[config.mk]
export PLATFORM = sky130hd
export DESIGN_NAME = rdata_hex_sender
export DESIGN_NICKNAME = d
export VERILOG_FILES = /design/src/rtl/uart_mon_pkg.sv /design/src/rtl/hex_to_ascii.sv /design/src/rtl/rdata_hex_sender.sv
export SDC_FILE = /design/constraint.sdc
export NUM_CORES = 1
export LEC_CHECK = 0
export BUFFER_PORTS_ARGS = -buffer_cell sky130_fd_sc_hd__buf_4
export CAP_MARGIN = 20
export CELL_PAD_IN_SITES_DETAIL_PLACEMENT = 0
export CELL_PAD_IN_SITES_GLOBAL_PLACEMENT = 2
export CORE_UTILIZATION = 31
export CTS_BUF_LIST = sky130_fd_sc_hd__clkbuf_4 sky130_fd_sc_hd__clkbuf_8 sky130_fd_sc_hd__clkbuf_16
export DETAILED_ROUTE_END_ITERATION = 8
export PLACE_DENSITY_LB_ADDON = 0.1
export SYNTH_ARGS = -nofsm -noshare
export SYNTH_HDL_FRONTEND = slang
export SYNTH_SLANG_ARGS = --single-unit
export TNS_END_PERCENT = 5
[constraint.sdc]
create_clock -name clk -period 4.63 [get_ports clk]
set_input_delay 0.926 -clock clk [delete_from_list [all_inputs] [get_ports clk]]
set_output_delay 0.926 -clock clk [all_outputs]
set_load 0.05 [all_outputs]
[src/rtl/uart_mon_pkg.sv]
// uart_mon_pkg: shared FSM encoding, ASCII constants and record lengths for the hex sender.
package uart_mon_pkg;
    typedef enum logic [1:0] {IDLE, SEND, DONE} state_t;
    localparam logic [7:0] ASCII_SP = 8'h20;
    localparam logic [7:0] ASCII_CR = 8'h0D;
    localparam logic [7:0] ASCII_LF = 8'h0A;
    // Characters preceding the terminator: "XXXXXXXX XXXXXXXX" or "XXXXXXXX"
    localparam logic [4:0] DUMP_BODY_LEN = 5'd17;
    localparam logic [4:0] PC_BODY_LEN = 5'd8;
    function automatic logic [4:0] rec_len(input logic pc, input logic crlf);
        return (pc ? PC_BODY_LEN : DUMP_BODY_LEN) + (crlf ? 5'd2 : 5'd1);
    endfunction
endpackage

[src/rtl/hex_to_ascii.sv]
// hex_to_ascii: one nibble to its uppercase ASCII hex digit.
module hex_to_ascii (
    input  logic [3:0] nibble,
    output logic [7:0] ascii
);
    assign ascii = (nibble < 4'd10) ? 8'h30 + {4'h0, nibble} : 8'h37 + {4'h0, nibble};
endmodule

[src/rtl/rdata_hex_sender.sv]
// rdata_hex_sender: formats a captured 64-bit record as ASCII hex and streams it
// byte by byte over a valid/ready UART transmit interface.
module rdata_hex_sender
    import uart_mon_pkg::*;
#(
    parameter bit CRLF = 1'b1
) (
    input  logic        clk,
    input  logic        rst,
    input  logic        rdata_snd_start,
    input  logic [63:0] rdata_snd,
    input  logic        pc_print_sel,
    output logic [7:0]  tx_data,
    output logic        tx_valid,
    input  logic        tx_ready,
    output logic        flushing_wq,
    output logic        sender_busy
);
    state_t      state, state_nxt;
    logic [4:0]  idx, body_len, last_idx, off;
    logic [63:0] data;
    logic        pc, accept;
    logic [31:0] word;
    logic [2:0]  pos;
    logic [3:0]  nib;
    logic [7:0]  hex, chr;

    hex_to_ascii u_hex (.nibble(nib), .ascii(hex));

    // Current character is decoded purely from the byte index and captured record
    always_comb begin
        body_len = pc ? PC_BODY_LEN : DUMP_BODY_LEN;
        last_idx = rec_len(pc, CRLF) - 5'd1;
        off = idx - body_len;
        word = (idx < 5'd8) ? data[31:0] : data[63:32];
        pos = (idx < 5'd8) ? 3'(5'd7 - idx) : 3'(5'd16 - idx);
        nib = 4'(word >> {pos, 2'b00});
        chr = (idx >= body_len) ? ((CRLF && off == 5'd0) ? ASCII_CR : ASCII_LF)
            : (!pc && idx == 5'd8) ? ASCII_SP : hex;
    end

    always_comb begin
        tx_valid = state == SEND;
        sender_busy = state != IDLE;
        flushing_wq = state == DONE;
        tx_data = tx_valid ? chr : 8'h00;
        accept = tx_valid && tx_ready;
        state_nxt = state;
        if (state == IDLE && rdata_snd_start) state_nxt = SEND;
        if (accept && idx == last_idx) state_nxt = DONE;
        if (state == DONE) state_nxt = IDLE;
    end

    always_ff @(posedge clk) begin
        if (rst) state <= IDLE;
        else state <= state_nxt;
    end

    always_ff @(posedge clk) begin
        if (rst) begin
            idx <= '0;
            data <= '0;
            pc <= 1'b0;
        end else if (state == IDLE && rdata_snd_start) begin
            idx <= '0;
            data <= rdata_snd;
            pc <= pc_print_sel;
        end else if (accept) begin
            idx <= (idx == last_idx) ? 5'd0 : idx + 5'd1;
        end
    end
endmodule
==> run_results.csv, run 1 <==
group,metric,value,unit
yosys,synth_ff_type,"dfxtp_1",
global_routing,grt_overflow_total,0,
setup_path,max_stage_delay,0.43,ns
timing,max_freq,234,MHz
placed_design,place_inst,619,
pwr,vdd_ir_drop_max,156,uV
layout,syn_to_final_growth,26.6,%
timing,period_share,0.924,
yosys,syn-instance-count,431,
yosys,synth_xor_xnor_area_share,0.0225,
clock_network,h-tree-depth,3,
placed_design,numPortBuffers,78,
yosys,synth_fa_ha_area_frac,0.0214,
timing,finalSetupTns,0,ns
layout,nFillCells,1139,
timing,fin_ws,0.351,ns
timing,finalClockSkew,0.00741,ns
drt,drt-vias-per-instance,4.82,
yosys,ys_seq_area_frac,0.411,
clock_network,cts_root_buffer,"clkbuf_16",
drt,vias,3057,
global_routing,grt_pass1_wl,15000,um
setup_path,cp_max_fo,11,
drt,routed_wl,9180,um
clock_network,clock_path_buffers,2,
yosys,synth.most_common_cell,"nand2_1",
yosys,synth-compound-area-share,0.175,
pwr,powerDensity,356,mW/mm^2
global_routing,grt_pass1_vias,2943,
yosys,synth_area_leaders,"dfxtp_1, nand2_1, a21oi_1",
global_routing,grt_max_degree,69,
floorplan,die_h,108,um
yosys,synth_top_cell_area_share,0.411,
pwr,power.leakage,1.77,nW
timing,setup_viol,0,
yosys,yosys_warnings,0,
yosys,synth-async-reset-ratio,0,
drt,drc,0,
outcome,status,"complete, no violations",
timing,finalHoldViolCount,0,
yosys,synth-simple-area-share,0.208,
setup_path,endpoint_kind,"output port",
clock_network,clk-insertion-delay-late,0.33,ns
placed_design,place.gp.congestion,0.825,
placed_design,place_worst_setup_slack,0.526,ns
drt,drtIter0Drc,148,
layout,diodes,0,
placed_design,dpl_cell_area,0.00415,sq mm
timing,post-route-min-period,4.28,ns
setup_path,path_class,"flip-flop to output port",
setup_path,cp_slowest_cell,"dfxtp_2",
yosys,synth_edf_count,0,
setup_path,start_kind,"flip-flop",
floorplan,fp.coreArea,0.0109,sq mm
drt,dr.pass1.iters,4,
floorplan,die_area,0.0118,sq mm
clock_network,path_clk_slew,0.06,ns
yosys,ys_ff_latch,72,
floorplan,io_pins,80,
floorplan,fp-row-count,38,
setup_path,cp_cell_sequence,"inv_1, ha_2, o21ai_0, o21ai_0, mux2_2, o21ai_1, ha_1, inv_1, nor4_1, a21oi_1, o22ai_1, buf_4",
pwr,power.total,1.58,mW
yosys,synth_area,0.00351,sq mm
clock_network,cts.sinks,72,
clock_network,hold_buffers,0,
timing,timing.slew.headroom,0.505,
global_routing,track_usage,0.169,
yosys,syn_area_per_cell,8.15,sq um
floorplan,start_util,0.321,
layout,final_area,0.00444,sq mm
clock_network,cts_tree,"built",
layout,postLayoutCoreUtil,0.406,
floorplan,fp.dieW,108,um
timing,rsz0062_at_grt,"false",
setup_path,crit_arrival,3.35,ns
placed_design,dp_hpwl,6540,um
run,drv_cap,0,
global_routing,grt_antenna_before_repair,0,
timing,fin_hold_ws,0.450,ns
layout,num-nets-final,565,
clock_network,cts_buffers,9,
drt,ant_nets,0,
yosys,synth.top_cells.by_count,"nand2_1, dfxtp_1, a21oi_1",
setup_path,cp_data_required_time,3.70,ns
timing,finalMaxSlewViolations,0,
layout,drive_gt1_frac,0.253,
yosys,synth_mux_area_frac,0.107,
drt,routedWlPerCell,14.5,um
yosys,synthesis.nets,506,
yosys,synth_top_family_by_area,"simple AND/OR/NAND/NOR gates",
timing,worst_slew_pin_slew,0.743,ns
yosys,synth_cell_types,51,
min_path,hold_class,"flip-flop to flip-flop",
yosys,synth_top_cell_by_area,"dfxtp_1",
layout,fin_cells,634,
-- cell type report --
class,instances,area (sq um),share of cell area
multi-input cells,316,1880,0.424
flip-flops and latches,72,1440,0.325
repair buffers,82,616,0.139
clock buffers,9,225,0.0507
well taps,140,175,0.0394
clock inverters,6,67.6,0.0152
inverters,9,33.8,0.00760
-- registers in the layout, indices dropped and copies added (netlist names) --
register / cells
data: 64
idx: 5
state: 2
pc: 1
-- critical path: cells and delay by family, from the launching register on --
family                   cells  cell delay [ns]
multiplexers                 1             0.38
flip-flops                   1             0.43
AO/OA/AOI/OAI                5             0.88
buffers and inverters        3             0.43
adder cells (fa/ha/maj)      2             0.64
AND/OR/NAND/NOR              1             0.28
-- where the power goes --
| part | leakage, nW | switching, mW | total [mW] | internal [mW] |
|---|---|---|---|---|
| Sequential | 0.591 | 0.0192 | 0.675 | 0.656 |
| Clock | 0.138 | 0.266 | 0.683 | 0.417 |
| Combinational | 1.04 | 0.125 | 0.224 | 0.0992 |
| Total | 1.77 | 0.410 | 1.58 | 1.17 |
-- per-layer routing --
metal / share of wire / up-vias / global-route usage / wire length [um]
met1: 0.51 / 1399 / 0.245 / 4660
met3: 0.044 / 6 / 0.0332 / 408
met5: 0 / - / 0 / 0
li1: - / 1578 / - / -
met2: 0.44 / 74 / 0.251 / 4020
met4: 0.0095 / 0 / 0.0521 / 87
-- cell usage in the layout (no fill, tap or decap), types with 2 or more instances in the layout --
cell type,instances
o21ai_1,2
a21oi_1,70
o32a_1,2
o22ai_1,4
o21ai_0,4
nor2b_1,3
dfxtp_1,71
mux4_2,14
xnor2_1,3
nand4_1,2
a21o_1,3
clkbuf_16,9
ha_1,5
nor4_1,2
nor2_1,18
nor3_1,3
inv_6,2
clkinvlp_4,2
xor2_1,6
nand2_1,138
o32ai_1,2
buf_4,82
inv_1,9
mux2i_1,5
nand2b_1,2
a21oi_2,2
-- cells by family after synthesis --
family	after synthesis
compound gates	101
other cells	1
buf+inv	43
flops	72
simple gates	179
mux	20
xor+xnor	9
fa+ha+maj	6
-- what timing repair did --
item / 4_1_cts / 5_1_grt
buffers inserted: 0 / 0
endpoints found under the hold margin: 0 / 0
endpoints found under the setup margin: 0 / 2
resized for setup: 0 / 2
-- final timing paths --
kind                            startpoint  depth (start not counted)  slack (ns)         end
worst min register to register     data[7]                          2        0.45     data[7]
worst max-delay path                idx[1]                         12        0.35  tx_data[2]
worst max register to register          pc                          6        2.74      idx[1]
worst min-delay path               data[7]                          2        0.45     data[7]
(Power assumes the default switching activity.)
==> run 2, diff against run 1 <==
==> constraint.sdc (replaced) <==
create_clock -name clk -period 4.63 [get_ports clk]
set_input_delay 0.926 -clock clk [delete_from_list [all_inputs] [get_ports clk]]
set_output_delay 0.926 -clock clk [all_outputs]
set_load 0.01 [all_outputs]
==> run_results.csv, run 2 (synthesized netlist as in run 1, its figures left out) <==
group,metric,value,unit
floorplan,fp-row-count,38,
global_routing,grt_pass1_vias,2904,
layout,final_common_cell,"nand2_1",
drt,vias,3035,
floorplan,fp.dieW,108,um
setup_path,reg2reg_to,"state[0]",
global_routing,grt_antenna_before_repair,0,
timing,finalHoldViolCount,0,
setup_path,endpoint_kind,"output port",
floorplan,fp.coreArea,0.0109,sq mm
pwr,combPwrFrac,0.132,
clock_network,post_cts_buffers,0,
setup_path,start_kind,"flip-flop",
layout,diodes,0,
layout,largest_reg_flops,64,
timing,rsz0062_at_grt,"false",
clock_network,cts_buffers,9,
setup_path,cp_max_fo,11,
timing,finalSetupTns,0,ns
drt,top_layer,"met4",
layout,top_register,"data",
floorplan,die_area,0.0118,sq mm
pwr,power.leakage,1.78,nW
drt,wl_met1,4700,um
layout,num-nets-final,565,
pwr,powerDensity,354,mW/mm^2
timing,worst_slew_pin_slew,0.754,ns
global_routing,grt_max_degree,69,
drt,routedWlPerCell,14.5,um
drt,drt-vias-per-instance,4.78,
setup_path,path_class,"flip-flop to output port",
layout,final_cell_mix,"nand2_1, buf_4, dfxtp_1",
clock_network,cts_root_buffer,"clkbuf_16",
timing,post-route-min-period,4.23,ns
drt,routed_wl,9200,um
layout,top_regs,"data (64), idx (5), state (2)",
clock_network,clock_path_buffers,2,
drt,met2_length,4060,um
drt,dr_wl_met3,374,um
min_path,hold_class,"flip-flop to flip-flop",
drt,drtIter0Drc,102,
floorplan,die_h,108,um
timing,setup_viol,0,
pwr,vdd_ir_drop_max,154,uV
timing,finalClockSkew,0.00526,ns
layout,drive_gt1_frac,0.253,
placed_design,dp_hpwl,6550,um
layout,syn_to_final_growth,26.7,%
layout,final_area,0.00445,sq mm
drt,drc,0,
global_routing,grt_overflow_total,0,
pwr,clock_power_share,0.439,
pwr,power.switching,0.396,mW
placed_design,dpl_cell_area,0.00415,sq mm
placed_design,place.gp.congestion,0.826,
clock_network,h-tree-depth,3,
clock_network,clk-insertion-delay-late,0.32,ns
drt,dr.pass1.iters,4,
clock_network,cts_tree,"built",
clock_network,path_clk_slew,0.05,ns
timing,finalMaxSlewViolations,0,
global_routing,track_usage,0.168,
setup_path,startpoint,"idx[1]",
outcome,status,"complete, no violations",
pwr,seq_power_share,0.428,
run,drv_cap,0,
placed_design,numPortBuffers,78,
pwr,swShare,0.251,
pwr,internal_power,1.18,mW
setup_path,r2r_setup_slack,2.73,ns
global_routing,grt_pass1_wl,14900,um
timing,period_share,0.914,
clock_network,cts.sinks,72,
floorplan,io_pins,80,
timing,max_freq,236,MHz
floorplan,start_util,0.321,
setup_path,worst_r2r_startpoint,"pc",
setup_path,critPathCapture,"tx_data[1]",
timing,timing.slew.headroom,0.498,
setup_path,reg2regPathDepth,7,
setup_path,cp_data_required_time,3.70,ns
drt,ant_nets,0,
setup_path,crit_arrival,3.30,ns
==> run 2: cell count changes in the layout (fill, tap and decap cells not counted), sizes merged <==
cell / change
clkbuf: +1
clkinv: +1
inv: -1
==> run 2: how the worst min path moves through the flow <==
stage / start / end / slack (ns) / depth (start not counted)
4_1_cts: data[5] / data[5] / 0.45 / 2
5_1_grt: data[9] / data[9] / 0.47 / 2
6_report: data[23] / data[23] / 0.45 / 2
3_5_place_dp: data[7] / data[7] / 0.45 / 2
3_3_place_gp: data[24] / data[24] / 0.44 / 2
2_1_floorplan: data[12] / data[12] / 0.43 / 2
==> run 2: critical path, cell delays in order, from the launching register on <==
cell and delay [ns]:
dfxtp_2 0.43, inv_1 0.14, ha_1 0.43, o21ba_2 0.20
a32oi_1 0.28, o22ai_1 0.15, a21oi_2 0.29, inv_1 0.08
ha_1 0.30, a2111o_1 0.39, a21oi_2 0.14, buf_4 0.13
==> run 2: layer usage <==
metal,track usage,vias to the layer above
li1,-,1578
met1,0.238,1389
met2,0.257,64
met3,0.0319,4
met4,0.0550,0
met5,0,-
==> run 2: power by group through the flow <==
stage                     registers (mW)  logic, mW  clock network (mW)
after detailed placement           0.689      0.212                   0
after global routing               0.680      0.234               0.735
after floorplan                    0.681      0.129                   0
after global placement             0.687      0.210                   0
after CTS                          0.675      0.212               0.712
final                              0.675      0.208               0.692
==> run 2: stage by stage <==
stage / power (mW) / util / setup WS [ns] / hold slack [ns] / std cells
2_1_floorplan: 0.810 / - / 0.911 / 0.433 / 431
3_5_place_dp: 0.900 / 0.379 / 0.608 / 0.445 / 619
6_report: 1.58 / 0.407 / 0.399 / 0.450 / 635
3_3_place_gp: 0.897 / 0.379 / 0.678 / 0.440 / 619
5_1_grt: 1.65 / 0.407 / 0.0967 / 0.472 / 635
4_1_cts: 1.60 / 0.407 / 0.231 / 0.454 / 635
==> run 2: area by class of cell <==
| cell class | instances | area, sq um |
|---|---|---|
| Fill cell | 1138 | 6490 |
| Multi-Input combinational cell | 316 | 1880 |
| Sequential cell | 72 | 1440 |
| Timing Repair Buffer | 82 | 616 |
| Clock buffer | 10 | 233 |
| Tap cell | 140 | 175 |
| Clock inverter | 6 | 67.6 |
| Inverter | 9 | 33.8 |
==> run 2: what timing repair did <==
action,4_1_cts,5_1_grt
hold buffers,0,0
gates resized for setup,0,1
setup endpoints to repair,0,2
==> run 3, diff against run 2 <==
--- a/config.mk
+++ b/config.mk
@@ -9,6 +9,7 @@
 export CAP_MARGIN = 20
 export CELL_PAD_IN_SITES_DETAIL_PLACEMENT = 0
 export CELL_PAD_IN_SITES_GLOBAL_PLACEMENT = 2
+export CORE_ASPECT_RATIO = 1.2
 export CORE_UTILIZATION = 31
 export CTS_BUF_LIST = sky130_fd_sc_hd__clkbuf_4 sky130_fd_sc_hd__clkbuf_8 sky130_fd_sc_hd__clkbuf_16
 export DETAILED_ROUTE_END_ITERATION = 8
==> run_results.csv, run 3 (synthesized netlist as in run 1, its figures left out) <==
group,metric,value,unit
clock_network,clock_path_buffers,2,
placed_design,dp_hpwl,6780,um
pwr,power.total,1.61,mW
drt,routed_wl,9540,um
floorplan,start_util,0.318,
floorplan,die_area,0.0118,sq mm
setup_path,start_kind,"flip-flop",
placed_design,numPortBuffers,78,
global_routing,grt_pass1_wl,15500,um
layout,largest_reg_flops,64,
timing,finalMaxSlewViolations,0,
layout,nFillCells,1187,
setup_path,cp_max_fo,11,
clock_network,post_cts_buffers,0,
layout,num-nets-final,565,
layout,diodes,0,
timing,timing.slew.headroom,0.437,
setup_path,worst_r2r_startpoint,"pc",
layout,top_register,"data",
clock_network,cts.sinks,72,
setup_path,reg2regPathDepth,6,
timing,rsz0062_at_grt,"false",
min_path,hp-start,"data[60]",
setup_path,crit_arrival,3.32,ns
clock_network,cts_root_buffer,"clkbuf_16",
clock_network,clk-insertion-delay-late,0.33,ns
timing,finalHoldViolCount,0,
global_routing,top_usage_layer,"met2",
setup_path,cp_slowest_cell,"dfxtp_2",
global_routing,use_met1,0.223,
global_routing,grt_overflow_total,0,
setup_path,cp_data_required_time,3.70,ns
timing,finalSetupTns,0,ns
global_routing,met3_usage,0.0343,
timing,period_share,0.916,
layout,final_common_cell,"nand2_1",
run,drv_cap,0,
setup_path,r2r_setup_slack,2.56,ns
setup_path,reg2reg_to,"idx[1]",
layout,multi_input_area,0.00188,sq mm
layout,top_regs,"data (64), idx (5), state (2)",
layout,fin_cells,627,
layout,final_cell_mix,"nand2_1, buf_4, dfxtp_1",
setup_path,endpoint_kind,"output port",
timing,finalClockSkew,0.00455,ns
placed_design,place.gp.congestion,0.764,
setup_path,max_stage_delay,0.45,ns
pwr,vdd_ir_drop_max,162,uV
global_routing,grt_antenna_before_repair,0,
layout,seqCellArea,0.00144,sq mm
outcome,status,"complete, no violations",
drt,ant_nets,0,
global_routing,grt_max_degree,69,
global_routing,global_route.usage.met2,0.289,
floorplan,fp.coreArea,0.0110,sq mm
floorplan,fp.dieW,99.2,um
setup_path,path_class,"flip-flop to output port",
timing,worst_slew_pin_slew,0.845,ns
floorplan,die_h,119,um
setup_path,critical_path.top_delay_family,"compound AO/OA/AOI/OAI gates",
clock_network,hold_buffers,0,
global_routing,track_usage,0.174,
timing,setup_viol,0,
setup_path,path_buf_inv,3,
clock_network,path_clk_slew,0.05,ns
drt,vias,3087,
clock_network,cts_buffers,9,
drt,dr.pass1.iters,4,
floorplan,fp-row-count,42,
min_path,holdPathStages,2,
clock_network,h-tree-depth,3,
layout,drive_gt1_frac,0.253,
drt,drt-vias-per-instance,4.92,
drt,drc,0,
pwr,powerDensity,362,mW/mm^2
drt,routedWlPerCell,15.2,um
drt,drtIter0Drc,101,
setup_path,cp_cell_sequence,"inv_1, ha_1, o21ba_2, a32oi_1, o22ai_1, a21oi_2, inv_1, ha_1, a2111o_1, a21oi_2, buf_4",
floorplan,io_pins,80,
min_path,holdPathEnd,"data[60]",
global_routing,grt_pass1_vias,2980,
pwr,power.leakage,1.80,nW
layout,syn_to_final_growth,27.0,%
timing,post-route-min-period,4.24,ns
clock_network,cts_tree,"built",
timing,max_freq,236,MHz
placed_design,place_inst,611,
min_path,hold_class,"flip-flop to flip-flop",
[run 3: cell count changes in the layout (fill, tap and decap cells not counted)]
cell and change:
clkbuf_8 +4, clkinvlp_4 -2, clkinv_4 -1, inv_6 -1
[run 3: worst min-delay path, stage by stage, from the launching register on]
cell and delay, ns:
dfxtp_1 0.30, nand2_1 0.05, a21oi_1 0.05
[run 3: through the flow]
stage	worst slack, ns	area [sq um]	util	hold WS [ns]
after floorplan	0.911	3510	-	0.433
after global placement	0.636	4140	0.375	0.440
after detailed placement	0.604	4140	0.375	0.446
after CTS	0.220	4460	0.404	0.453
after global routing	0.138	4460	0.404	0.475
final	0.388	4460	0.404	0.449
[run 3: what timing repair did]
action,CTS,global route
endpoints found under the setup margin,0,1
resized for setup,0,1
hold endpoints to repair,0,0
[run 3: layout make-up]
| cell class | count | share of cell area |
|---|---|---|
| Clock buffer | 14 | 0.0645 |
| Clock inverter | 2 | 0.00785 |
| Inverter | 9 | 0.00757 |
| Multi-Input combinational cell | 316 | 0.422 |
| Sequential cell | 72 | 0.323 |
| Tap cell | 132 | 0.0370 |
| Timing Repair Buffer | 82 | 0.138 |
[run 3: per-layer routing]
metal	share of wire	vias up
met5	0	-
met4	0.012	0
met3	0.035	8
met2	0.50	66
met1	0.45	1430
li1	-	1583
[run 3: power by group]
group          switching [mW]  total (mW)  internal, mW
clock                   0.249       0.730         0.481
sequential             0.0188       0.675         0.656
combinational           0.110       0.208        0.0987
[run 3: worst max-delay path by stage]
stage                     startpoint         end  slack, ns  cells after the start
after floorplan               idx[1]  tx_data[1]       0.91                     11
after global placement        idx[1]  tx_data[1]       0.64                     11
after detailed placement      idx[1]  tx_data[1]       0.60                     11
after CTS                     idx[1]  tx_data[1]       0.22                     11
after global routing          idx[1]  tx_data[1]       0.14                     11
final                         idx[1]  tx_data[1]       0.39                     11
